### src/rtl/red_pitaya_gpio_pkg.sv
// red_pitaya_gpio_pkg: register map and version constants for the GPIO block
package red_pitaya_gpio_pkg;
    localparam logic [19:0] A_CFG = 20'h00;
    localparam logic [19:0] A_DIR = 20'h04;
    localparam logic [19:0] A_OUT = 20'h08;
    localparam logic [19:0] A_SET = 20'h0C;
    localparam logic [19:0] A_CLR = 20'h10;
    localparam logic [19:0] A_TGL = 20'h14;
    localparam logic [19:0] A_IN  = 20'h18;
    localparam logic [19:0] A_IRE = 20'h1C;
    localparam logic [19:0] A_IFE = 20'h20;
    localparam logic [19:0] A_STS = 20'h24;
    localparam logic [19:0] A_DEB = 20'h28;
    localparam logic [7:0]  CFG_VER = 8'h02;
endpackage

### src/rtl/red_pitaya_gpio_deb.sv
// red_pitaya_gpio_deb: 2-flop synchronizer plus counting debouncer for one pin
module red_pitaya_gpio_deb
    import red_pitaya_gpio_pkg::*;
#(
    parameter int CW = 16
) (
    input  logic          i_clk,
    input  logic          i_rstn,
    input  logic          i_pin,
    input  logic [CW-1:0] i_len,
    input  logic          i_clr,
    output logic          o_deb
);
    logic [1:0]    r_sync;
    logic [CW-1:0] r_cnt;
    logic          r_deb;
    // synchronize the pin, then accept a new level once it has disagreed for i_len+1 cycles
    always_ff @(posedge i_clk) begin
        if (!i_rstn) begin
            r_sync <= '0;
            r_cnt  <= '0;
            r_deb  <= 1'b0;
        end else begin
            r_sync <= {r_sync[0], i_pin};
            if (i_clr || r_sync[1] == r_deb) r_cnt <= '0;
            else if (r_cnt == i_len) begin
                r_deb <= r_sync[1];
                r_cnt <= '0;
            end else r_cnt <= r_cnt + 1'b1;
        end
    end
    assign o_deb = r_deb;
endmodule

### src/rtl/red_pitaya_gpio.sv
// red_pitaya_gpio: bus-mapped GPIO with debounced inputs and edge interrupts
module red_pitaya_gpio
    import red_pitaya_gpio_pkg::*;
#(
    parameter int NGPIO   = 16,
    parameter int CW      = 16,
    parameter int DEB_RST = 0
) (
    input  logic             clk_i,
    input  logic             rstn_i,
    input  logic [NGPIO-1:0] gpio_dat_i,
    output logic [NGPIO-1:0] gpio_dat_o,
    output logic [NGPIO-1:0] gpio_dir_o,
    output logic             irq_o,
    input  logic [31:0]      sys_addr,
    input  logic [31:0]      sys_wdata,
    input  logic             sys_wen,
    input  logic             sys_ren,
    output logic [31:0]      sys_rdata,
    output logic             sys_err,
    output logic             sys_ack
);
    logic [NGPIO-1:0] r_dir, r_out, r_ire, r_ife, r_sts, r_in_q;
    logic [CW-1:0]    r_deb_len;
    logic             r_irq, r_ack;
    logic [31:0]      r_rdata, w_rdata;
    logic [NGPIO-1:0] w_in, w_wd, w_evt;
    logic [19:0]      w_addr;
    logic             w_wr_dir, w_wr_out, w_wr_set, w_wr_clr, w_wr_tgl;
    logic             w_wr_ire, w_wr_ife, w_wr_sts, w_wr_deb;
    logic             w_unused;

    assign w_addr   = sys_addr[19:0];
    assign w_wd     = sys_wdata[NGPIO-1:0];
    assign w_unused = ^{sys_addr, sys_wdata};
    assign w_wr_dir = sys_wen && w_addr == A_DIR;
    assign w_wr_out = sys_wen && w_addr == A_OUT;
    assign w_wr_set = sys_wen && w_addr == A_SET;
    assign w_wr_clr = sys_wen && w_addr == A_CLR;
    assign w_wr_tgl = sys_wen && w_addr == A_TGL;
    assign w_wr_ire = sys_wen && w_addr == A_IRE;
    assign w_wr_ife = sys_wen && w_addr == A_IFE;
    assign w_wr_sts = sys_wen && w_addr == A_STS;
    assign w_wr_deb = sys_wen && w_addr == A_DEB;
    assign w_evt    = (w_in & ~r_in_q & r_ire) | (~w_in & r_in_q & r_ife);

    genvar g;
    for (g = 0; g < NGPIO; g++) begin : g_pin
        red_pitaya_gpio_deb #(.CW(CW)) u_deb (
            .i_clk  (clk_i),
            .i_rstn (rstn_i),
            .i_pin  (gpio_dat_i[g]),
            .i_len  (r_deb_len),
            .i_clr  (w_wr_deb),
            .o_deb  (w_in[g])
        );
    end

    // read data mux; unmapped and write-only addresses read as zero
    always_comb begin
        w_rdata = '0;
        case (w_addr)
            A_CFG:   w_rdata = {8'h0, 8'(CW), 8'(NGPIO), CFG_VER};
            A_DIR:   w_rdata = 32'(r_dir);
            A_OUT:   w_rdata = 32'(r_out);
            A_IN:    w_rdata = 32'(w_in);
            A_IRE:   w_rdata = 32'(r_ire);
            A_IFE:   w_rdata = 32'(r_ife);
            A_STS:   w_rdata = 32'(r_sts);
            A_DEB:   w_rdata = 32'(r_deb_len);
            default: w_rdata = '0;
        endcase
    end

    // register writes, edge-event capture (set beats W1C) and bus handshake
    always_ff @(posedge clk_i) begin
        if (!rstn_i) begin
            r_dir     <= '0;
            r_out     <= '0;
            r_ire     <= '0;
            r_ife     <= '0;
            r_sts     <= '0;
            r_in_q    <= '0;
            r_deb_len <= CW'(DEB_RST);
            r_irq     <= 1'b0;
            r_ack     <= 1'b0;
            r_rdata   <= '0;
        end else begin
            if (w_wr_dir) r_dir <= w_wd;
            r_out <= w_wr_out ? w_wd :
                     w_wr_set ? r_out | w_wd :
                     w_wr_clr ? r_out & ~w_wd :
                     w_wr_tgl ? r_out ^ w_wd : r_out;
            if (w_wr_ire) r_ire <= w_wd;
            if (w_wr_ife) r_ife <= w_wd;
            if (w_wr_deb) r_deb_len <= sys_wdata[CW-1:0];
            r_in_q  <= w_in;
            r_sts   <= (r_sts & ~(w_wr_sts ? w_wd : '0)) | w_evt;
            r_irq   <= |r_sts;
            r_ack   <= sys_wen | sys_ren;
            r_rdata <= sys_ren ? w_rdata : '0;
        end
    end

    assign gpio_dat_o = r_out;
    assign gpio_dir_o = r_dir;
    assign irq_o      = r_irq;
    assign sys_rdata  = r_rdata;
    assign sys_ack    = r_ack;
    assign sys_err    = 1'b0;
endmodule

### config.mk
export PLATFORM = sky130hd
export DESIGN_NAME = red_pitaya_gpio
export DESIGN_NICKNAME = d
export VERILOG_FILES = /design/src/rtl/red_pitaya_gpio_pkg.sv /design/src/rtl/red_pitaya_gpio_deb.sv /design/src/rtl/red_pitaya_gpio.sv
export SDC_FILE = /design/constraint.sdc
export NUM_CORES = 1
export LEC_CHECK = 0
export BUFFER_PORTS_ARGS = -buffer_cell sky130_fd_sc_hd__buf_2
export CAP_MARGIN = 0
export CORE_MARGIN = 2
export CORE_UTILIZATION = 35
export DETAILED_ROUTE_END_ITERATION = 12
export GPL_TIMING_DRIVEN = 0
export SETUP_SLACK_MARGIN = 0.2
export SLEW_MARGIN = 20
export SYNTH_ARGS = -nofsm -noshare
export SYNTH_HDL_FRONTEND = slang
export SYNTH_SLANG_ARGS = --single-unit
### constraint.sdc
create_clock -name clk_i -period 5.5 [get_ports clk_i]
set_input_delay 0.275 -clock clk_i [delete_from_list [all_inputs] [get_ports clk_i]]
set_output_delay 0.275 -clock clk_i [all_outputs]
set_load 0.01 [all_outputs]
* Word level (Yosys, flattened, before mapping)
Cells that the tools add are included.
** Operators by class
- Equal/unequal tests :: 42
- Bitwise operators :: 32
- Multiplexer cells :: 6
- $add $sub $neg :: 16
- Reduce and logical (&&, ||, !) cells :: 61
** Operator list (count)
- $add A16 B1 Y16 const B :: 16
- $eq A16 B16 Y1 :: 16
- $pmux W21 S8 :: 1
- $and A16 B16 Y16 :: 6
- $eq A20 B5 Y1 const B :: 4
- $mux W16 :: 5
- $not A16 Y16 :: 4
- $eq A20 B6 Y1 const B :: 3
- $or A16 B16 Y16 :: 3
- $reduce_or A3 Y1 :: 16
- $eq A20 B4 Y1 const B :: 2
- $reduce_and A2 Y1 :: 17
- $eq A20 B3 Y1 const B :: 1
- $logic_not A20 Y1 :: 1
- $not A1 Y1 :: 17
- $eq A1 B1 Y1 :: 16
- $logic_or A1 B1 Y1 :: 16
- $reduce_or A16 Y1 :: 1
- $xor A16 B16 Y16 :: 1
- $logic_and A1 B1 Y1 :: 9
- $reduce_bool A4 Y1 :: 1
- $or A1 B1 Y1 :: 1
** Storage, ports and cells
- Flip-flop bits (word level) :: 450
- Bits of input ports :: 84
- Output and inout port bits :: 67

* Logic depth before layout (Yosys ltp)
- Word-level depth :: 6
- Depth in mapped cells :: 8
- Depth with buffers taken out :: 6

* By module
A second synthesis with hierarchy kept.
** Unflattened totals
- Cells, all modules :: 2503
- Area total of the unflattened synthesis :: 22196.3 um2
** Modules (own cells, without submodules)
- red_pitaya_gpio_deb (g_pin[0].u_deb ...) :: cells each 103, area each 930.9 um2, instances 15
- red_pitaya_gpio :: cells each 858, area each 7309.5 um2, instances 1
- red_pitaya_gpio_deb (g_pin[9].u_deb) :: cells each 100, area each 923.4 um2, instances 1

* Least setup slack after synthesis
Ideal clock, no wire load.
- Kind :: in2reg
- Start point :: in sys_addr[8]
- End point :: reg r_deb_len[10]
- Path slack :: 3.522 ns
- Data arrival time :: 1.846 ns
- Buffers on the path :: 3
- Stages :: 7
- Cells stage by stage :: or4_1 > buf_6 > or4_1 > buf_2 > buf_6 > nand2_1 > a21oi_1
** Between the ends
- Longest elaborated chain between the ends :: 2
** RTL lines
- start, declared :: RTL line red_pitaya_gpio.sv:15 : input logic [31:0] sys_addr,
- $eq A20 B6 Y1 :: RTL line red_pitaya_gpio.sv:44 : assign w_wr_deb = sys_wen && w_addr == A_DEB;
- $logic_and A1 B1 Y1 :: RTL line red_pitaya_gpio.sv:44
- end signal, assigned :: RTL line red_pitaya_gpio.sv:84 : r_deb_len <= CW'(DEB_RST);
- end signal, assigned :: RTL line red_pitaya_gpio.sv:96 : if (w_wr_deb) r_deb_len <= sys_wdata[CW-1:0];
- end, declared :: RTL line red_pitaya_gpio.sv:24 : logic [CW-1:0] r_deb_len;
No other way between the ends.
A chain may end at the register's enable or synchronous reset.

* Final worst setup path
- Start point :: reg r_deb_len[11]
- End point :: reg g_pin[12].u_deb.r_cnt[10]
** Between the ends
- Longest elaborated chain between the ends :: 2
** RTL lines
- $eq A16 B16 Y1 :: RTL line red_pitaya_gpio_deb.sv:26 : else if (r_cnt == i_len) begin
- $reduce_or A3 Y1 (no source line)
- end signal, assigned :: RTL line red_pitaya_gpio_deb.sv:29 : end else r_cnt <= r_cnt + 1'b1;
- end, declared :: RTL line red_pitaya_gpio_deb.sv:15 : logic [CW-1:0] r_cnt;
No other way between the ends.

==> reports/qor.json <==
{
  "outcome": {
    "run_status": "finished, final reports clean"
  },
  "logic_synthesis": {
    "syn_area_per_cell_sq_um": 8.667,
    "register_area_share_after_synthesis": 0.3987,
    "synth.cell_area_sq_um": 21840,
    "synth_cell_types": 57,
    "syn_inst": 2520,
    "yosys_warning_total": 0,
    "synth-edff-count": 0,
    "dominantRegCellSynth": "sky130_fd_sc_hd__dfxtp_1",
    "synth-seq-cells": 435,
    "synth_async_sr_flop_share": 0
  },
  "worst_setup_path": {
    "cp-end-kind": "register",
    "slowest_stage": "sky130_fd_sc_hd__buf_2",
    "cp-start-kind": "register",
    "critical_path.most_common_cell": "sky130_fd_sc_hd__buf_2",
    "cp_max_fo": 10,
    "timing.critical_path.cells": "buf_2 > buf_2 > xor2_1 > nor4_1 > nand4_1 > nand3_1 > buf_2 > nor2_1",
    "crit_path_max_incr_delay_ps": 580,
    "type_of_the_setup_path_with_the_least_slack": "register to register",
    "worst-endpoint-required_ps": 5970,
    "crit_arrival_ps": 3510
  },
  "floorplanning": {
    "ioPinCount": 151,
    "core_area_sq_um": 61710,
    "chipWidth_um": 253.8,
    "placement_rows": 91,
    "die_height_um": 253.8,
    "floorplan.initialDensity": 0.3539,
    "die_outline_area_sq_um": 64420
  },
  "timing": {
    "final_max_slew_viol_count": 0,
    "setup_viol": 0,
    "maxClockFrequency_mhz": 329.4,
    "number_of_hold_slack_violations_in_the_final_timing_report": 0,
    "grt_setup_unrepaired": "no",
    "min_period_ps": 3035,
    "timing.setup.tns_ps": 0,
    "worst_pin_slew_ps": 812.0,
    "worst_slew_margin_rel": 0.4542,
    "post-route-period-util": 0.5519,
    "worst_clock_skew_ps": 12.24
  },
  "min_path": {
    "hold_path.class": "primary input to register"
  },
  "finish": {
    "mostFrequentLayoutCell": "sky130_fd_sc_hd__dfxtp_1",
    "post_route_cells_drive_above_1_share": 0.1149,
    "flow.area_growth_from_synthesis_pct": 15.99,
    "finalNonFillerCells": 3587,
    "top_library_cells_by_usage_in_the_layout_fill_and_taps_aside": "sky130_fd_sc_hd__dfxtp_1 (435), sky130_fd_sc_hd__xor2_1 (416), sky130_fd_sc_hd__nor2_1 (324), sky130_fd_sc_hd__nand2_1 (265), sky130_fd_sc_hd__buf_2 (158)",
    "num_antenna_cells": 0,
    "num-nets-final": 2844
  },
  "clocking": {
    "clock-root-buffer": "sky130_fd_sc_hd__clkbuf_16",
    "numCtsBuffers": 48,
    "cts_num_sinks": 435,
    "clk_latency_ps": 590,
    "clk_pin_slew_ps": 70,
    "cts-htree-levels": 2,
    "clockBufferDepth": 3,
    "cts_tree": "done",
    "cts_repair_resize_count": 0
  },
  "route": {
    "routedWlPerCell_um": 18.36,
    "dr.max_layer_used": "met4",
    "wl_met1_um": 30960,
    "drtPass1Iterations": 5,
    "detail_route.iter0.violations": 1536,
    "drt-total-wl_um": 65870,
    "route.detailed.vias_per_inst": 5.018,
    "route.detailed.drc": 0,
    "vias": 18000,
    "met3RoutedLength_um": 3835,
    "postRouteAntennaNets": 0,
    "met2RoutedLength_um": 29450
  },
  "grt": {
    "grt.total_usage": 0.2005,
    "grt_pass1_vias": 16710,
    "antenna_found_initial": 0,
    "global_route.overflow_total": 0,
    "grt_max_degree": 15,
    "grt_first_pass_wirelength_um": 99710
  },
  "power_and_ir_drop": {
    "vdd.ir_drop.worst_v": 0.0002577,
    "power_leakage_nw": 10.80,
    "pwr_density_cell_nw_per_um2": 265.8
  },
  "run": {
    "timing.max_cap.violations": 0
  },
  "place": {
    "finalWeightedCongestion": 0.9120,
    "placed_cells": 3475,
    "buffer_ports.inserted": 103,
    "detailed_place_hpwl_um": 46510
  }
}
-- worst max-delay path, delay by kind of cell (launching register included) --
kind,cells,cell delay (ps)
buf+inv,3,1330
simple gates,4,1110
flops,1,310
xor+xnor,1,130
-- stage by stage --
step | hold slack, ps | utilization | power (W) | setup WS (ps) | cell area, sq um
floorplan | 390.8 | - | 0.003358 | 3522 | 21900
global placement | 435.0 | 0.3802 | 0.003449 | 2495 | 23460
detailed placement | 438.7 | 0.3803 | 0.003450 | 2499 | 23470
CTS | 0.9085 | 0.4104 | 0.006785 | 2469 | 25330
global route | 22.99 | 0.4105 | 0.006924 | 2357 | 25330
finish | 28.27 | 0.4105 | 0.006734 | 2465 | 25330
-- cells in the mapped netlist, drive strengths merged (12+ instances only) --
master,count,share of area
dfxtp,435,0.40
xor2,416,0.17
nor2,324,0.056
nand2,265,0.046
nand3,125,0.034
buf,90,0.027
xnor2,81,0.032
nor4,80,0.027
o21ai,79,0.018
a21oi,62,0.014
inv,60,0.010
nand4,59,0.018
clkbuf,56,0.0097
and3,53,0.015
and2,52,0.015
ha,48,0.027
nor3,23,0.0057
and4,21,0.0084
o22ai,19,0.0054
a211oi,17,0.0058
mux2,17,0.0088
a21boi,16,0.0055
mux2i,16,0.0073
o21a,16,0.0055
o31ai,16,0.0055
a22oi,12,0.0041
-- repair_timing --
action,CTS,global route
hold buffers,24,0
endpoints found under the hold margin,33,0
buffers inserted,0,0
-- report_power, final --
part	internal [W]	leakage, nW	switching (W)
Sequential	0.00317	3.51	0.0000161
Combinational	0.0000760	6.50	0.000139
Clock	0.00196	0.789	0.00137
Total	0.00520	10.8	0.00153
-- logic make-up (layout without fill, tap and decap cells) --
family,Yosys count,count (layout),synth area share
AO/OA/AOI/OAI,274,274,0.07929
XOR/XNOR,497,497,0.1993
adder cells (fa/ha/maj),48,48,0.02750
buffers and inverters,207,422,0.04692
flip-flops,435,435,0.3987
multiplexers,33,33,0.01610
other,1,16,0.0001717
AND/OR/NAND/NOR,1025,1025,0.2320
-- registers in the layout, indices dropped and copies added (netlist names) --
name                cells
g_pin.u_deb.r_cnt     256
g_pin.u_deb.r_sync     32
sys_rdata              17
g_pin.u_deb.o_deb      16
gpio_dat_o             16
gpio_dir_o             16
r_deb_len              16
r_ife                  16
r_in_q                 16
r_ire                  16
r_sts                  16
irq_o                   1
sys_ack                 1
-- routing by layer --
metal | vias up | global-route usage
met2 | 525 | 0.3228
met3 | 97 | 0.02571
met5 | - | 0
met1 | 8529 | 0.2781
met4 | 0 | 0.06218
li1 | 8849 | -
-- final timing paths --
| path | from | end | slack (ps) | depth (start not counted) |
|---|---|---|---|---|
| worst max-delay path | r_deb_len[11] | g_pin[12].u_deb.r_cnt[10] | 2460 | 8 |
| worst max register to register | r_deb_len[11] | g_pin[12].u_deb.r_cnt[10] | 2460 | 8 |
| worst min-delay path | sys_wdata[0] | gpio_dir_o[0] | 30 | 3 |
| worst min register to register | g_pin[10].u_deb.r_sync[0] | g_pin[10].u_deb.r_sync[1] | 440 | 1 |
-- cell type report --
cell class	count	area, sq um
multi-input cells	1893	12180
fillers	6226	36380
well taps	837	1047
inverters	61	229.0
flip-flops and latches	435	8708
plain buffers	146	795.8
clock inverters	20	224.0
clock buffers	68	1398
repair buffers	127	755.7
No activity file was read; power rests on OpenSTA's default activity.
